File: config.mk
export PLATFORM = sky130hd
export DESIGN_NAME = toggle_cov_detect
export DESIGN_NICKNAME = d
export VERILOG_FILES = /design/src/rtl/toggle_cov_detect.sv
export SDC_FILE = /design/constraint.sdc
export NUM_CORES = 1
export LEC_CHECK = 0
export CAP_MARGIN = 10
export CORE_MARGIN = 2
export CORE_UTILIZATION = 40
export CTS_CLUSTER_DIAMETER = 60
export DETAILED_ROUTE_END_ITERATION = 16
export PLACE_DENSITY = 0.63
export SYNTH_ARGS = -nofsm -noshare
export SYNTH_HDL_FRONTEND = slang
export SYNTH_SLANG_ARGS = --single-unit
File: constraint.sdc
create_clock -name gbl_clk -period 6.7 [get_ports gbl_clk]
set_clock_uncertainty 0.05 [all_clocks]
set_input_delay 0.67 -clock gbl_clk [delete_from_list [all_inputs] [get_ports gbl_clk]]
set_output_delay 0.67 -clock gbl_clk [all_outputs]
set_load 0.005 [all_outputs]
File: src/rtl/toggle_cov_detect.sv
// Toggle-event detector for the per-group toggle coverage reporters.
// Each bit of sig produces a rise event (valid[2i]) and a fall event
// (valid[2i+1]). With FILTER=1 an event is reported only on its first
// occurrence since the last clear. The detector also keeps a count of the
// distinct events seen and a flag that is set once all of them have been seen.
module toggle_cov_detect #(
    parameter int WIDTH  = 16,
    parameter bit FILTER = 1'b1,
    localparam int CNT_W = $clog2(2*WIDTH+1)
) (
    input  logic               gbl_clk,
    input  logic               reset,
    input  logic               en,
    input  logic               clear,
    input  logic [WIDTH-1:0]   sig,
    output logic [2*WIDTH-1:0] valid,
    output logic [CNT_W-1:0]   hit_cnt,
    output logic               all_covered
);

    logic [WIDTH-1:0]   prev;
    logic               primed;
    logic [2*WIDTH-1:0] seen;

    logic [2*WIDTH-1:0] ev;
    logic [2*WIDTH-1:0] new_ev;
    logic [2*WIDTH-1:0] merged;
    logic [CNT_W-1:0]   merged_cnt;

    // Edge detection against the previous sample, interleaved as {fall, rise} per bit.
    always_comb begin
        ev = '0;
        for (int i = 0; i < WIDTH; i++) begin
            ev[2*i]   = ~prev[i] &  sig[i];
            ev[2*i+1] =  prev[i] & ~sig[i];
        end
        new_ev = FILTER ? (ev & ~seen) : ev;
        merged = seen | ev;
    end

    // Population count of the events recorded once this edge is included.
    always_comb begin
        merged_cnt = '0;
        for (int j = 0; j < 2*WIDTH; j++) begin
            merged_cnt = merged_cnt + CNT_W'(merged[j]);
        end
    end

    // Sample history, coverage record and registered outputs.
    always_ff @(posedge gbl_clk) begin
        if (!reset) begin
            prev        <= '0;
            primed      <= 1'b0;
            seen        <= '0;
            valid       <= '0;
            hit_cnt     <= '0;
            all_covered <= 1'b0;
        end else begin
            valid <= '0;
            if (en) begin
                prev   <= sig;
                primed <= 1'b1;
            end
            // An event on the clearing edge is dropped, never recorded.
            if (clear) begin
                seen        <= '0;
                hit_cnt     <= '0;
                all_covered <= 1'b0;
            end else if (en && primed) begin
                valid       <= new_ev;
                seen        <= merged;
                hit_cnt     <= merged_cnt;
                all_covered <= &merged;
            end
        end
    end

endmodule

**Word-level counts from Yosys, hierarchy flattened**

Cells that the tools add are included.

- Register bits: 88
- Bits of input ports: 20
- Output and inout bits: 39
- Logic and storage cells: 110

- $add $sub $neg: 31
- Bitwise logic cells: 69
- Reduce and logical (&&, ||, !) cells: 4

Operators with widths:

| operator | number |
|---|---|
| adder 6 x 1 -> 6 bit | 26 |
| NOT 1 bit | 34 |
| bitwise AND 1 bit | 32 |
| bitwise AND 32 bit | 1 |
| NOT 32 bit | 1 |
| OR 32 bit | 1 |
| AND reduction 32 bit | 1 |
| adder 5 x 1 -> 6 bit | 1 |
| adder 4 x 1 -> 5 bit | 1 |
| adder 3 x 1 -> 4 bit | 1 |
| adder 2 x 1 -> 3 bit | 1 |
| OR reduction 3 bit | 1 |
| adder 1 x 1 -> 2 bit | 1 |
| OR reduction 2 bit | 1 |
| logical AND 1 bit | 1 |

**Longest topological paths before layout**

Gate-level depths: netlist (run 1).

- Word-level depth: 34
- Gate-level depth with buffers: 20

**Least setup slack after synthesis (run 1)**

No wires, ideal clock.

- Path type: input-to-reg
- Start point: input port sig[8]
- End point: register hit_cnt[4]
- Setup time: 71 ps
- Data arrival time: 5121 ps
- Data required time: 6579 ps
- Slack: 1458 ps
- Stages on the path: 20
- Path buffers: 0
- Cell sequence: nor2b_1 nor2_1 fa_1 fa_1 inv_1 fa_1 inv_1 fa_1 fa_1 fa_1 inv_1 ha_1 inv_1 fa_1 inv_1 a21o_1 a21oi_1 xnor2_1 nand2_1 a21oi_1

- Word-level cells in the longest chain between the ends: 18
- Elaborated cells on any way between the ends: 20
- Classes of those cells: add/sub: 16; bitwise: 4

Ends and longest elaborated chain:

| what | line | text |
|---|---|---|
| from (decl) | 15 | `input logic [WIDTH-1:0] sig,` |
| bitwise AND 1 bit / NOT 1 bit (equally long branches) | 34, 35 |  |
| OR 32 bit (*) | 38 | `merged = seen \| ev;` |
| adder 6 x 1 -> 6 bit / OR 32 bit (equally long branches) | 45, 38 |  |
| adder 6 x 1 -> 6 bit (*) (15 in a row) | 45 | `merged_cnt = merged_cnt + CNT_W'(merged[j]);` |
| to (signal assigned) | 72 | `hit_cnt <= merged_cnt;` |
| to (decl) | 17 | `output logic [CNT_W-1:0] hit_cnt,` |

Mark *: on every way between the ends. The rest lies on a longest branch, timed or not.
A chain may end at the register's enable or synchronous reset.

**Worst setup path in the final report (run 1)**

- Start point: input port sig[10]
- End point: register hit_cnt[4]

- Word-level cells in the longest chain between the ends: 14
- Elaborated cells on any way between the ends: 16
- Classes of those cells: add/sub: 12; bitwise: 4

Ends and longest elaborated chain:

| what | line |
|---|---|
| bitwise AND 1 bit / NOT 1 bit (equally long branches) | 34, 35 |
| OR 32 bit (*) | 38 |
| adder 6 x 1 -> 6 bit / OR 32 bit (equally long branches) | 45, 38 |
| adder 6 x 1 -> 6 bit (*) (11 in a row) | 45 |

Marks and branches as above.

==> results of run 1 <==
==> metal layers <==
metal / vias to the layer above / track usage, % / share of wire [%]
li1: 1425 / - / -
met1: 1363 / 21.7 / 48
met2: 49 / 26.7 / 47
met3: 14 / 3.23 / 3.2
met4: 0 / 6.17 / 1.9
met5: - / 0 / 0
==> final cells by class <==
cell class / instances / area (um^2)
clock buffers: 11 / 131
clock inverters: 5 / 57.6
fillers: 953 / 4800
inverters: 27 / 101
multi-input cells: 275 / 2010
flip-flops and latches: 88 / 1760
well taps: 133 / 166
repair buffers: 62 / 611
==> worst register-to-register path, cell delays in order (launching register included) <==
cell	delay [ns]
dfxtp_1	0.33
nor2b_1	0.15
nor2_1	0.28
fa_1	0.51
fa_1	0.54
inv_1	0.05
fa_1	0.51
inv_1	0.05
fa_1	0.47
fa_1	0.52
fa_1	0.48
inv_1	0.08
ha_1	0.16
inv_1	0.06
fa_1	0.36
inv_1	0.09
a21o_1	0.11
a21oi_1	0.07
xnor2_1	0.14
nand2_1	0.07
a21oi_1	0.15
==> worst paths after layout <==
check,from,endpoint,cells past startpoint
hold / removal,seen[31]$_SDFFE_PP0P_,valid[31]$_SDFF_PP0_,1
hold reg to reg,seen[31]$_SDFFE_PP0P_,valid[31]$_SDFF_PP0_,1
setup / recovery,sig[10],hit_cnt[4]$_SDFFE_PP0P_,21
setup reg to reg,prev[10]$_SDFFE_PN0P_,hit_cnt[4]$_SDFFE_PP0P_,20
==> Yosys cell counts, types with 10 or more instances <==
master    number
nor2b_1       43
mux2i_1       16
nor3b_1       23
a21oi_1       36
nand2b_1      18
nor2_1        57
nor3_1        11
dfxtp_1       88
clkbuf_1      12
inv_1         27
nand2_1       10
fa_1          24
==> kinds of logic after synthesis <==
| group | share of synthesized area [%] |
|---|---|
| fa+ha+maj | 14.8 |
| xor+xnor | 0.445 |
| mux | 4.07 |
| simple gates | 24.7 |
| buf+inv | 4.10 |
| compound gates | 7.12 |
| flops | 44.8 |
==> sequential cells by signal (all words and copies together) (netlist names) <==
register	flops
hit_cnt	6
all_covered	1
primed	1
prev	16
seen	32
valid	32
==> cells in the final DEF, fill, tap and decap left out, types with 2 or more instances in the layout <==
master / Yosys / layout
o21a_1: 5 / 5
mux2i_1: 16 / 16
nor3b_1: 23 / 23
clkdlybuf4s50_1: 0 / 58
clkinvlp_4: 0 / 3
a21oi_1: 36 / 36
ha_1: 8 / 8
nand2_1: 10 / 10
o21ai_0: 3 / 3
nor4_1: 2 / 2
nor4_2: 2 / 2
xnor2_1: 2 / 2
nor3_1: 11 / 11
a21o_1: 2 / 2
buf_4: 0 / 4
nor2_1: 57 / 57
dfxtp_1: 88 / 88
nand2b_1: 18 / 18
clkbuf_8: 0 / 9
nor2b_1: 43 / 43
inv_1: 27 / 27
fa_1: 24 / 24
clkbuf_1: 12 / 2
==> report_power, final <==
group          switching (uW)  internal [uW]
combinational             256            219
sequential               8.66            536
clock                     182            172
==> stage by stage <==
step / power, uW / cell area [um^2]
after floorplan: 920 / 3930
after global placement: 1010 / 4650
after detailed placement: 1030 / 4650
after CTS: 1390 / 4840
after global routing: 1490 / 4840
final: 1370 / 4840
==> run_results.csv, run 1 <==
group,metric,value,unit
die,die_w,103,um
die,initial_core_util,40.8,%
clock_network,clk_latency,0.35,ns
timing,setup_slack,1.00,ns
pwr,peakVddDrop,0.140,mV
setup_path,cp-end-kind,"flop",
clock_network,post_cts_buffers,0,
timing,maxSlewHeadroom,46.8,%
pwr,p_leak,0.00190,uW
timing,finalCriticalPeriod,5.70,ns
setup_path,critPathBufInv,6,
yosys,async_flop_share,0,%
setup_path,crit_path_start_kind,"input pin",
clock_network,cts_buffers,9,
die,core_area,9640,um^2
routing,viasPerCell,4.74,
placed_design,dp_slack,0.645,ns
timing,worst_pin_slew,0.795,ns
final_layout,layoutNonFillerInstCount,601,
routing,drcViolationCount,0,
yosys,synth_top_area_share,44.8,%
routing,drt-total-wl,8.22,mm
yosys,synthFlopType,"dfxtp_1",
final_layout,area_growth,23.0,%
global_routing,grt_overflow,0,
clock_network,postCtsResizedCells,0,
yosys,ys_top_cells_by_area,"dfxtp_1 45%, fa_1 12%, nor2b_1 6.8%",
setup_path,cp_cell_sequence,"clkdlybuf4s50_1, nor2b_1, nor2_1, fa_1, fa_1, inv_1, fa_1, inv_1, fa_1, fa_1, fa_1, inv_1, ha_1, inv_1, fa_1, inv_1, a21o_1, a21oi_1, xnor2_1, nand2_1, a21oi_1",
yosys,yosysUniqueCellTypes,33,
placed_design,gp_congestion,0.902,
yosys,syn-num-nets,457,
job,max_cap_violations,0,
yosys,yosysTopAreaCell,"dfxtp_1",
setup_path,slowest_delay,0.54,ns
global_routing,first_global_vias,2814,
die,io_pins,59,
clock_network,cts_sinks,88,
timing,final_max_slew_viol_count,0,
hold_path,hp-class,"flop to flop",
timing,fmax,176,MHz
routing,drtAntennaViolNets,0,
setup_path,critical_path_class,"input pin to flop",
placed_design,post-place-cells,585,
yosys,yosysWarningCount,0,
timing,fin_tns_setup,0,ns
final_layout,utilization,50.2,%
clock_network,cts.clk_slew.worst_paths,0.08,ns
global_routing,grt_max_degree,36,
routing,vias,2851,
setup_path,crit_family,"adder cells",
yosys,syn_inst,405,
status,status,"complete, no violations",
yosys,synth_edf_count,0,
timing,timing.final.crit_share,85.0,%
yosys,ys_ff_latch,88,
timing,setup_viol,0,
yosys,seq_area_frac_synth,44.8,%
setup_path,slowest_stage,"fa_1",
timing,hold_violations,0,
placed_design,dp_hpwl,5.96,mm
die,rows,36,
clock_network,htreeDepth,3,
global_routing,grt_usage,16.4,%
yosys,avgSynthCellArea,9.71,um^2
timing,rsz0062_at_grt,"false",
placed_design,port_buffers,58,
pwr,p_per_area,284,nW/um^2
setup_path,cp_common_cell,"fa_1",
clock_network,cts_tree,"built",
routing,drt-initial-drc-count,83,
setup_path,r2r_slack,1.41,ns
clock_network,hold_buffers,0,
die,die_area,10600,um^2
global_routing,grt_first_pass_wirelength,13.2,mm
clock_network,root_buffer,"clkbuf_8",
clock_network,clk_path_buf_depth,2,
routing,firstDrtPassIters,4,
setup_path,worstPathRequired,6.93,ns
final_layout,diodes,0,
final_layout,nets,515,
die,die_h,103,um
setup_path,cp.arrival,5.93,ns
timing,fin_hold_ws,0.397,ns
final_layout,drive_gt1_share,5.13,%
yosys,syn_area,3930,um^2
setup_path,cp_max_fo,3,
global_routing,antenna_found_initial,0,
routing,wl_per_cell,13.7,um
Power figures use the tool's default switching activity.
==> run 2, diff against run 1 <==
--- a/config.mk
+++ b/config.mk
@@ -5,12 +5,14 @@
 export SDC_FILE = /design/constraint.sdc
 export NUM_CORES = 1
 export LEC_CHECK = 0
+export ABC_CLOCK_PERIOD_IN_PS = 7250
 export CAP_MARGIN = 10
 export CORE_MARGIN = 2
 export CORE_UTILIZATION = 40
 export CTS_CLUSTER_DIAMETER = 60
 export DETAILED_ROUTE_END_ITERATION = 16
 export PLACE_DENSITY = 0.63
+export SETUP_SLACK_MARGIN = 0.2
 export SYNTH_ARGS = -nofsm -noshare
 export SYNTH_HDL_FRONTEND = slang
 export SYNTH_SLANG_ARGS = --single-unit
==> constraint.sdc (replaced) <==
create_clock -name gbl_clk -period 7.25 [get_ports gbl_clk]
set_clock_uncertainty 0.05 [all_clocks]
set_input_delay 0.725 -clock gbl_clk [delete_from_list [all_inputs] [get_ports gbl_clk]]
set_output_delay 0.725 -clock gbl_clk [all_outputs]
set_load 0.005 [all_outputs]
==> run 2 against run 1 <==
  * Sequential power fell by 7.5%
  * Count of clock-buffer cells in the layout fell by 2
  * Global-route usage rose by 0.27 points
  * Utilization rose by 0.30 points
  * Power fell by 5.0%
  * Clock power rose by 5%
  * Cell count fell by 0.17%
  * Largest cell class unchanged
  * Largest power group unchanged
  * Critical path depth did not move
==> run_results.csv, run 2 (synthesized netlist as in run 1, its figures left out) <==
group,metric,value,unit
routing,firstDrtPassIters,4,
final_layout,utilization,50.5,%
pwr,total_power,1300,uW
routing,vias,2827,
routing,drtAntennaViolNets,0,
timing,worst_pin_slew,0.812,ns
die,die_area,10600,um^2
timing,final_max_slew_viol_count,0,
pwr,p_leak,0.00192,uW
setup_path,crit_path_start_kind,"input pin",
placed_design,dp_slack,1.14,ns
setup_path,slowest_delay,0.54,ns
die,die_h,103,um
routing,drt-initial-drc-count,72,
routing,viasPerCell,4.71,
final_layout,nets,515,
setup_path,cp.arrival,5.95,ns
global_routing,antenna_found_initial,0,
setup_path,crit_family,"adder cells",
final_layout,layout_commonest_cell,"dfxtp_1",
timing,finalCriticalPeriod,5.71,ns
final_layout,fill_cells,931,
setup_path,critical_path_class,"input pin to flop",
setup_path,cp-end-kind,"flop",
clock_network,htreeDepth,3,
final_layout,area_growth,23.8,%
clock_network,hold_buffers,0,
timing,setup_viol,0,
die,initial_core_util,40.8,%
global_routing,grt_first_pass_wirelength,13.4,mm
clock_network,clk_path_buf_depth,2,
placed_design,gp_congestion,0.902,
final_layout,diodes,0,
setup_path,cp_max_fo,3,
die,die_w,103,um
timing,fin_tns_setup,0,ns
pwr,peakVddDrop,0.119,mV
status,status,"complete, no violations",
clock_network,postCtsResizedCells,0,
timing,rsz0062_at_grt,"false",
final_layout,drive_gt1_share,5.35,%
final_layout,top_regs,"seen: 32 flops, valid: 32 flops, prev: 16 flops",
die,rows,36,
routing,drcViolationCount,0,
routing,wl_per_cell,13.8,um
setup_path,cp_cell_sequence,"clkdlybuf4s50_1, nor2b_1, nor2_1, fa_1, fa_1, inv_1, fa_1, inv_1, fa_1, fa_1, fa_1, inv_1, ha_1, inv_1, fa_1, inv_1, a21o_1, a21oi_1, xnor2_1, nand2_1, a21oi_1",
placed_design,port_buffers,58,
clock_network,clk_latency,0.36,ns
die,io_pins,59,
setup_path,cp_common_cell,"fa_1",
clock_network,cts_buffers,9,
placed_design,dp_hpwl,5.97,mm
clock_network,cts.clk_slew.worst_paths,0.09,ns
clock_network,cts_tree,"built",
clock_network,root_buffer,"clkbuf_8",
setup_path,slowest_stage,"fa_1",
hold_path,hp-class,"flop to flop",
setup_path,critPathBufInv,6,
timing,hold_violations,0,
job,max_cap_violations,0,
global_routing,grt_max_degree,36,
global_routing,grt_usage,16.6,%
timing,maxSlewHeadroom,45.7,%
die,core_area,9640,um^2
setup_path,worstPathRequired,7.49,ns
clock_network,post_cts_buffers,0,
timing,timing.final.crit_share,78.7,%
clock_network,cts_sinks,88,
global_routing,grt_overflow,0,
timing,setup_slack,1.54,ns
routing,drt-total-wl,8.31,mm
timing,fmax,175,MHz
global_routing,first_global_vias,2816,
pwr,p_per_area,268,nW/um^2
timing,fin_hold_ws,0.399,ns
final_layout,layout_common_cells,"88 x dfxtp_1, 58 x clkdlybuf4s50_1, 57 x nor2_1",
==> run 2: cell count changes in the layout (fill, tap and decap cells not counted) <==
cell	before	now
clkinvlp_4	3	1
bufinv_16	1	2
clkinv_2	1	0
clkinv_4	0	2
clkbuf_1	2	0
inv_6	0	1
==> run 2: layout make-up <==
class	instances	area [um^2]	share of cell area [%]
Multi-Input combinational cell	275	2010	41.3
Inverter	27	101	2.08
Clock inverter	6	93.8	1.93
Sequential cell	88	1760	36.2
Clock buffer	9	124	2.54
Timing Repair Buffer	62	611	12.5
Tap cell	133	166	3.42
==> run 2: stage by stage <==
stage	instance area, um^2	cells
global route	4870	600
finish	4870	600
detailed placement	4650	585
floorplan	3930	405
global placement	4650	585
CTS	4870	600
==> run 2: worst paths after layout <==
path / from / to / slack (ns) / cells after the start
worst max-delay path: sig[10] / hit_cnt[4]$_SDFFE_PP0P_ / 1.54 / 21
worst min-delay path: seen[23]$_SDFFE_PP0P_ / valid[23]$_SDFF_PP0_ / 0.40 / 1
worst max register to register: prev[10]$_SDFFE_PN0P_ / hit_cnt[4]$_SDFFE_PP0P_ / 1.99 / 20
worst min register to register: seen[23]$_SDFFE_PP0P_ / valid[23]$_SDFF_PP0_ / 0.40 / 1
==> run 2: power by group <==
part           leakage, uW  switching, uW  internal (uW)  total (uW)
registers         0.000713           8.05            496         504
logic              0.00110            232            199         431
clock network     0.000106            176            194         370
==> run 2: routing by layer <==
| layer | global-route usage (%) | vias up | share of wire, % |
|---|---|---|---|
| met2 | 27.3 | 52 | 48 |
| met4 | 6.07 | 0 | 1.3 |
| met1 | 21.9 | 1342 | 47 |
| met3 | 3.36 | 9 | 3.7 |
| li1 | - | 1424 | - |
| met5 | 0 | - | 0 |
